File: config.mk
export PLATFORM = sky130hd
export DESIGN_NAME = stream_req_arbiter
export DESIGN_NICKNAME = d
export VERILOG_FILES = /design/src/rtl/stream_req_arbiter.sv
export SDC_FILE = /design/constraint.sdc
export NUM_CORES = 1
export LEC_CHECK = 0
export CORE_ASPECT_RATIO = 1.25
export CORE_MARGIN = 1.5
export CORE_UTILIZATION = 30
export CTS_BUF_LIST = sky130_fd_sc_hd__clkbuf_8
export DETAILED_ROUTE_END_ITERATION = 16
export SLEW_MARGIN = 20
export SYNTH_ARGS = -nofsm -noshare
export SYNTH_HDL_FRONTEND = slang
export SYNTH_SLANG_ARGS = --single-unit
export TNS_END_PERCENT = 5
File: constraint.sdc
create_clock -name clk -period 2.05 [get_ports clk]
set_input_delay 0.615 -clock clk [delete_from_list [all_inputs] [get_ports clk]]
set_output_delay 0.615 -clock clk [all_outputs]
set_load 0.03 [all_outputs]
File: src/rtl/stream_req_arbiter.sv
// Arbitrates stream requests from PE_NUM PE controllers onto a shared buffer port.
// The default build is round-robin; defining STREAM_ARB_FIXED_PRIO_EN makes the lowest PE index always win.
module stream_req_arbiter #(
   parameter int PE_NUM  = 4,
   parameter int K_W     = 6,
   parameter int LAYER_W = 3,
   parameter int LEN_W   = 8
) (
   input  logic                         clk,
   input  logic                         rst,
   input  logic [PE_NUM-1:0]            req_valid,
   input  logic [PE_NUM*K_W-1:0]        req_k,
   input  logic [PE_NUM*LAYER_W-1:0]    req_layer,
   input  logic [PE_NUM*LEN_W-1:0]      req_len,
   output logic [PE_NUM-1:0]            req_ready,
   output logic                         buf_valid,
   input  logic                         buf_ready,
   output logic [K_W-1:0]               buf_k,
   output logic [LAYER_W-1:0]           buf_layer,
   output logic [$clog2(PE_NUM)-1:0]    buf_pe,
   output logic [LEN_W-1:0]             buf_beat,
   output logic                         buf_last,
   output logic                         busy
);
   localparam int PE_W = $clog2(PE_NUM);

   localparam logic [1:0] IDLE   = 2'd0;
   localparam logic [1:0] GRANT  = 2'd1;
   localparam logic [1:0] STREAM = 2'd2;

   logic [1:0]         state_reg;
   logic [PE_W-1:0]    winner_reg;
   logic [PE_W-1:0]    winner_next;
   logic [K_W-1:0]     k_reg;
   logic [LAYER_W-1:0] layer_reg;
   logic [LEN_W-1:0]   last_beat_reg;
   logic [LEN_W-1:0]   beat_reg;

   logic [K_W-1:0]     k_arr     [PE_NUM];
   logic [LAYER_W-1:0] layer_arr [PE_NUM];
   logic [LEN_W-1:0]   len_arr   [PE_NUM];

   genvar gi;
   generate
      for (gi = 0; gi < PE_NUM; gi++) begin : g_pe
         assign k_arr[gi]     = req_k[gi*K_W +: K_W];
         assign layer_arr[gi] = req_layer[gi*LAYER_W +: LAYER_W];
         assign len_arr[gi]   = req_len[gi*LEN_W +: LEN_W];
         assign req_ready[gi] = (state_reg == GRANT) && (winner_reg == PE_W'(gi));
      end
   endgenerate

`ifdef STREAM_ARB_FIXED_PRIO_EN
   always_comb begin
      winner_next = '0;
      for (int i = PE_NUM - 1; i >= 0; i--) begin
         if (req_valid[i]) winner_next = PE_W'(i);
      end
   end
`else
   localparam logic [PE_W:0] PE_NUM_X = (PE_W + 1)'(PE_NUM);

   logic [PE_W-1:0] last_grant_reg;
   logic [PE_W:0]   cand;
   logic            found;

   // Search starts one past the previous winner and wraps modulo PE_NUM.
   always_comb begin
      winner_next = last_grant_reg;
      found       = 1'b0;
      cand        = '0;
      for (int i = 1; i <= PE_NUM; i++) begin
         cand = {1'b0, last_grant_reg} + (PE_W + 1)'(i);
         if (cand >= PE_NUM_X) cand = cand - PE_NUM_X;
         if (!found && req_valid[cand[PE_W-1:0]]) begin
            winner_next = cand[PE_W-1:0];
            found       = 1'b1;
         end
      end
   end

   always_ff @(posedge clk or posedge rst) begin
      if (rst) begin
         last_grant_reg <= PE_W'(PE_NUM - 1);
      end else if (state_reg == GRANT) begin
         last_grant_reg <= winner_reg;
      end
   end
`endif

   always_ff @(posedge clk or posedge rst) begin
      if (rst) begin
         state_reg     <= IDLE;
         winner_reg    <= '0;
         k_reg         <= '0;
         layer_reg     <= '0;
         last_beat_reg <= '0;
         beat_reg      <= '0;
      end else begin
         case (state_reg)
            IDLE: begin
               if (|req_valid) begin
                  winner_reg <= winner_next;
                  state_reg  <= GRANT;
               end
            end
            GRANT: begin
               // A zero length is streamed as a single beat.
               k_reg         <= k_arr[winner_reg];
               layer_reg     <= layer_arr[winner_reg];
               last_beat_reg <= (len_arr[winner_reg] == '0) ? '0 : len_arr[winner_reg] - LEN_W'(1);
               beat_reg      <= '0;
               state_reg     <= STREAM;
            end
            STREAM: begin
               if (buf_ready) begin
                  if (beat_reg == last_beat_reg) begin
                     beat_reg  <= '0;
                     state_reg <= IDLE;
                  end else begin
                     beat_reg <= beat_reg + LEN_W'(1);
                  end
               end
            end
            default: state_reg <= IDLE;
         endcase
      end
   end

   // Outputs decode from state only, so an asynchronous reset silences them at once.
   assign buf_valid = (state_reg == STREAM);
   assign buf_k     = buf_valid ? k_reg : '0;
   assign buf_layer = buf_valid ? layer_reg : '0;
   assign buf_pe    = buf_valid ? winner_reg : '0;
   assign buf_beat  = buf_valid ? beat_reg : '0;
   assign buf_last  = buf_valid && (beat_reg == last_beat_reg);
   assign busy      = (state_reg == GRANT) || (state_reg == STREAM);

endmodule

Word-level counts from Yosys, hierarchy flattened
Index checks and enable logic that the tools add are counted.
{"block": "totals", "wordCells": 96, "inputBits": 75, "reg_bits": 31}
{"block": "op_classes", "magnitude_cmp": 9, "n_reduce_logical": 20, "mux": 40, "bitwise_logic": 1, "n_addsub": 10, "eq_ne": 9}
{"operator": "8-bit two-way mux", "count": 6}
{"operator": "2-bit two-way mux", "count": 12}
{"operator": "6-bit two-way mux", "count": 3}
{"operator": "8-bit binary-select mux with 2-bit select", "count": 1}
{"operator": "8-bit case mux with 2 select lines", "count": 1}
{"operator": "3-bit >= comparator (second input constant)", "count": 5}
{"operator": "6-bit binary-select mux with 2-bit select", "count": 1}
{"operator": "2-bit by 3-bit less-than comparator with 1-bit output (second input constant)", "count": 4}
{"operator": "3-bit two-way mux", "count": 3}
{"operator": "8-bit by 1-bit adder with 8-bit output (second input constant)", "count": 1}
{"operator": "1-bit binary-select mux with 2-bit select", "count": 4}
{"operator": "8-bit equality test", "count": 1}
{"operator": "1-bit logical AND", "count": 8}
{"operator": "8-bit logical NOT", "count": 1}
{"operator": "2-bit by 1-bit subtractor with 2-bit output (second input constant)", "count": 4}
{"operator": "8-bit by 1-bit subtractor with 8-bit output (second input constant)", "count": 1}
{"operator": "1-bit two-way mux", "count": 7}
{"operator": "2-bit by 2-bit adder with 3-bit output (second input constant)", "count": 2}
{"operator": "3-bit binary-select mux with 2-bit select", "count": 1}
{"operator": "2-bit equality test (second input constant)", "count": 3}
{"operator": "2-bit case mux with 3 select lines", "count": 1}
{"operator": "2-bit by 1-bit equality test with 1-bit output (second input constant)", "count": 2}
{"operator": "2-bit logical NOT", "count": 2}
{"operator": "2-bit by 1-bit inequality test with 1-bit output (second input constant)", "count": 2}
{"operator": "10 further kinds", "count": 13}

Longest topological paths before layout
{"block": "depth", "word_depth": 15, "depth_mapped": 9}

Worst setup path after synthesis
Ideal clock, no wire load.
{"block": "synth_path", "path_kind": "flip-flop to output port", "startpoint": "reg state_reg[1]", "endpoint": "out req_ready[2]", "path_slack_ns": -0.319, "path_buffers": 2, "stages_incl_launch_ff": 7, "arrival_time_ns": 1.754, "t_required_ns": 1.435, "cell_sequence": "dfrtp_1 -> inv_1 -> ha_1 -> buf_1 -> clkbuf_1 -> nand2_1 -> nor2_1"}
{"block": "synth_between", "elab_chain_cells": 2}
{"item": "from (decl)", "line": "31", "source": "logic [1:0] state_reg;"}
{"item": "from (signal assigned)", "line": "93", "source": "state_reg <= IDLE;"}
{"item": "from (signal assigned)", "line": "104", "source": "state_reg <= GRANT;"}
{"item": "from (signal assigned)", "line": "113", "source": "state_reg <= STREAM;"}
{"item": "2-bit by 1-bit equality test with 1-bit output", "line": "49", "source": "assign req_ready[gi] = (state_reg == GRANT) && (winner_reg == PE_W'(gi));"}
{"item": "1-bit logical AND", "line": "49"}
{"item": "to (decl)", "line": "15", "source": "output logic [PE_NUM-1:0] req_ready,"}
Every way passes these cells.

Worst setup path in the final report
{"block": "layout_path", "startpoint": "reg beat_reg[7]", "endpoint": "out buf_last"}
{"block": "layout_between", "elab_chain_cells": 2}
{"item": "from (decl)", "line": "37", "source": "logic [LEN_W-1:0] beat_reg;"}
{"item": "from (signal assigned)", "line": "121", "source": "beat_reg <= beat_reg + LEN_W'(1);"}
{"item": "8-bit equality test", "line": "136", "source": "assign buf_last = buf_valid && (beat_reg == last_beat_reg);"}
{"item": "1-bit logical AND", "line": "136"}
{"item": "to (decl)", "line": "22", "source": "output logic buf_last,"}
Every way passes these cells.

==> metrics.md <==
| Metric | Value |
|---|---|
| CTS hold repair buffers | 0 |
| Outcome | complete, but fails checks |
| # nets final | between 400 and 500 |
| # DRC | 0 |
| Core Footprint | about 7400 sq um |
| Unique masters post-synth | 40 |
| Lkg Pwr | roughly 1.8 nW |
| Initial Utilization | 30.94% |
| EDFF count, synth | 0 |
| Clk buf depth | 2 |
| Post-route ant nets | 0 |
| Startpoint types | register |
| Critical path endpoint category | output pin |
| Register area share after synthesis | roughly a third |
| Chip Width | ~80 microns |
| WL met2 | 3052 microns |
| Synth Instances | 213 |
| Final setup viols | 4 |
| Worst-path clk slew | ~0.07 ns |
| Antenna cell count | 0 |
| Number of I/O pins | slightly above 100 |
| Worst slack, placed | -0.6047 ns |
| WP data required | 1.43 ns |
| Reg2reg setup slack | -0.04 ns |
| First-pass GRT wire length | approximately 9600 microns |
| Final hold slack | approximately 0.5 ns |
| Mapped Area | 2290 sq um |
| Total number of vias | approximately 2100 |
| Clk network pwr share | between 10 and 15% |
| Port bufs | 100 |
| Kind of critical path | reg2out |
| Hpwl dp | ~4600 microns |
| Final Skew | between 0.004 and 0.005 ns |
| Switching share of power | 39.35% |
| Combinational Power Share | 65.4% |
| DRT met1 WL | around 2400 microns |
| Seq cells post-synth | 31 |
| Final period util | 103.5% |
| Detailed Route WL | 5919 microns |
| Layout area overhead | 66.17% |
| CTS tree | done |
| CP arrival | 1.51 ns |
| Maximum fanout along the worst path | 3 |
| RSZ-0062 raised after global routing | yes |
| Top layer in use | met4 |
| Violated checks | setup timing |
| Power Internal | roughly 2.7 mW |
| Syn Area/Cell | approximately 11 sq um |
| Hold path cells | 2 |
| H-tree lvl count | 2 |
| DRT Pass-1 Iters | 4 |
| Hold WC Path Type | reg2reg |
| Vias per Instance | between 4 and 5 |
| Share of cells above drive strength 1 | 32.38% |
| Worst r2r src | winner_reg[0] |
| Drt initial violations | a little under 60 |
| Met3 wire len | 411 microns |
| Worst rel slew slack | between 70% and 80% |
| Power per Cell Area | between 1000 and 1500 nW/um^2 |
| Avg WL per Cell | roughly 13 microns |
| Max-cap violation count | 0 |
| Root buffer selected by CTS | clkbuf_8 |
| Maximum VDD drop | between 500 and 600 uV |
| Final global-route overflow total | 0 |
| Synth warn | 0 |
| Source of the worst hold timing path | last_grant_reg[1] |
| R2r endpoint | last_beat_reg[5] |
| Tot Pwr | roughly 4.5 mW |
| CTS Buf Count | 5 |
| Flop pwr share | 23.2% |
| Final Max Slew Viols | 0 |
| Worst hold endpoint | last_grant_reg[1] |
| Initial antenna violation count | 0 |
| Hold Vio Cnt, Final | 0 |
| Final WS setup | -0.07219 ns |
| Minimum clock period | between 2 and 2.5 ns |
| Row Count | 35 |
| Vias in the first global route | 2107 |
| Worst-Skew Late Latency | roughly 0.28 ns |
| Die area | approximately 8200 sq um |
| RD Place Congestion | just under 0.9 |
| Slew @ Worst Pin | 0.4125 ns |
| Die height | between 100 and 150 microns |
| Reg2reg path depth | 7 |
| Async SR Flop Fraction | between 90% and 100% |
| All-Layer GR Usage | about 15% |
| Largest net degree at the start of global routing | 32 |
| Clk sinks | 31 |
| Ys flop type | dfrtp_1 |
| Peak Freq | between 400 and 500 MHz |
| Net Count, Synth | roughly 290 |
| P_sw | 1.757 mW |
[layer usage]
metal  GRT usage (%)  vias to the layer above
met5               0                        -
met4           4.377                        0
met3           4.344                        6
met2           26.09                       82
met1           18.57                     1013
li1                -                     1035
[power groups by stage]
stage | logic [mW] | clock network [mW] | registers (mW)
final | 2.92 | 0.510 | 1.03
after global placement | 2.76 | 0 | 1.04
after floorplan | 1.85 | 0 | 1.01
after global routing | 3.18 | 0.559 | 1.07
after CTS | 2.80 | 0.526 | 1.04
after detailed placement | 2.79 | 0 | 1.05
[what timing repair did]
action | in CTS | in global routing
pin swaps | 0 | 12
resized for setup | 5 | 37
endpoints found under the setup margin | 22 | 33
setup buffers | 0 | 6
[Yosys cell counts, types with 4 or more instances]
master	count	share of area, %
mux2_2	13	6.4
xor2_1	4	1.5
inv_1	14	2.3
mux4_2	8	7.9
a21oi_1	7	1.5
dfrtp_1	29	32
xnor2_1	12	4.6
o22ai_1	5	1.4
and2_1	20	5.5
ha_1	6	3.3
nand4_1	4	1.1
nand2b_1	4	1.1
mux4_1	9	10
o21ai_0	6	1.3
clkbuf_1	8	1.3
nand2_1	11	1.8
nor2_1	23	3.8
[how the worst max path moves through the flow]
stage	start	to	cells past startpoint
3_5_place_dp	req_len[9]	last_beat_reg[1]	8
2_1_floorplan	state_reg[1]	req_ready[2]	6
3_3_place_gp	req_len[9]	last_beat_reg[0]	8
4_1_cts	req_len[24]	last_beat_reg[1]	8
6_report	beat_reg[7]	buf_last	5
5_1_grt	last_beat_reg[5]	buf_last	5
[layout by cell type, fill, tap and decap left out, types with 6 or more instances in the layout]
| cell type | n |
|---|---|
| a21oi_1 | 7 |
| and2_1 | 18 |
| buf_4 | 56 |
| clkbuf_8 | 6 |
| clkdlybuf4s50_1 | 54 |
| dfrtp_1 | 29 |
| dlymetal6s2s_1 | 20 |
| inv_1 | 13 |
| mux2_2 | 13 |
| mux4_1 | 6 |
| mux4_2 | 11 |
| nand2_1 | 11 |
| nor2_1 | 21 |
| o21ai_0 | 6 |
| xnor2_1 | 12 |
[through the flow]
stage,utilization [%],area (sq um),TNS [ns],cells
2_1_floorplan,-,2297,-3.570,213
3_3_place_gp,48.25,3571,-3.809,427
3_5_place_dp,48.25,3571,-4.085,427
4_1_cts,49.60,3671,-1.155,435
5_1_grt,51.41,3805,-1.972,441
6_report,51.41,3805,-0.1852,441
[logic make-up after synthesis]
family,Yosys count,synth area share (%)
AND/OR/NAND/NOR,74,17.65
multiplexers,33,26.12
flip-flops,31,33.99
AO/OA/AOI/OAI,28,7.705
buffers and inverters,25,5.136
XOR/XNOR,16,6.120
adder cells (fa/ha/maj),6,3.279
[final cells by class]
| cell class | instances | area (sq um) |
|---|---|---|
| well taps | 92 | 115.1 |
| clock inverters | 2 | 8.758 |
| fillers | 701 | 3596 |
| multi-input cells | 157 | 1430 |
| repair buffers | 139 | 1338 |
| inverters | 14 | 52.55 |
| flip-flops and latches | 31 | 778.2 |
| clock buffers | 6 | 82.58 |
[worst max-delay path, stage by stage, from the launching register on]
cell and delay [ns]:
dfrtp_1 0.42, xnor2_1 0.17, nand4_1 0.19, nor2_2 0.17, and2_4 0.16, buf_12 0.11
No activity file was read; power rests on OpenSTA's default activity.
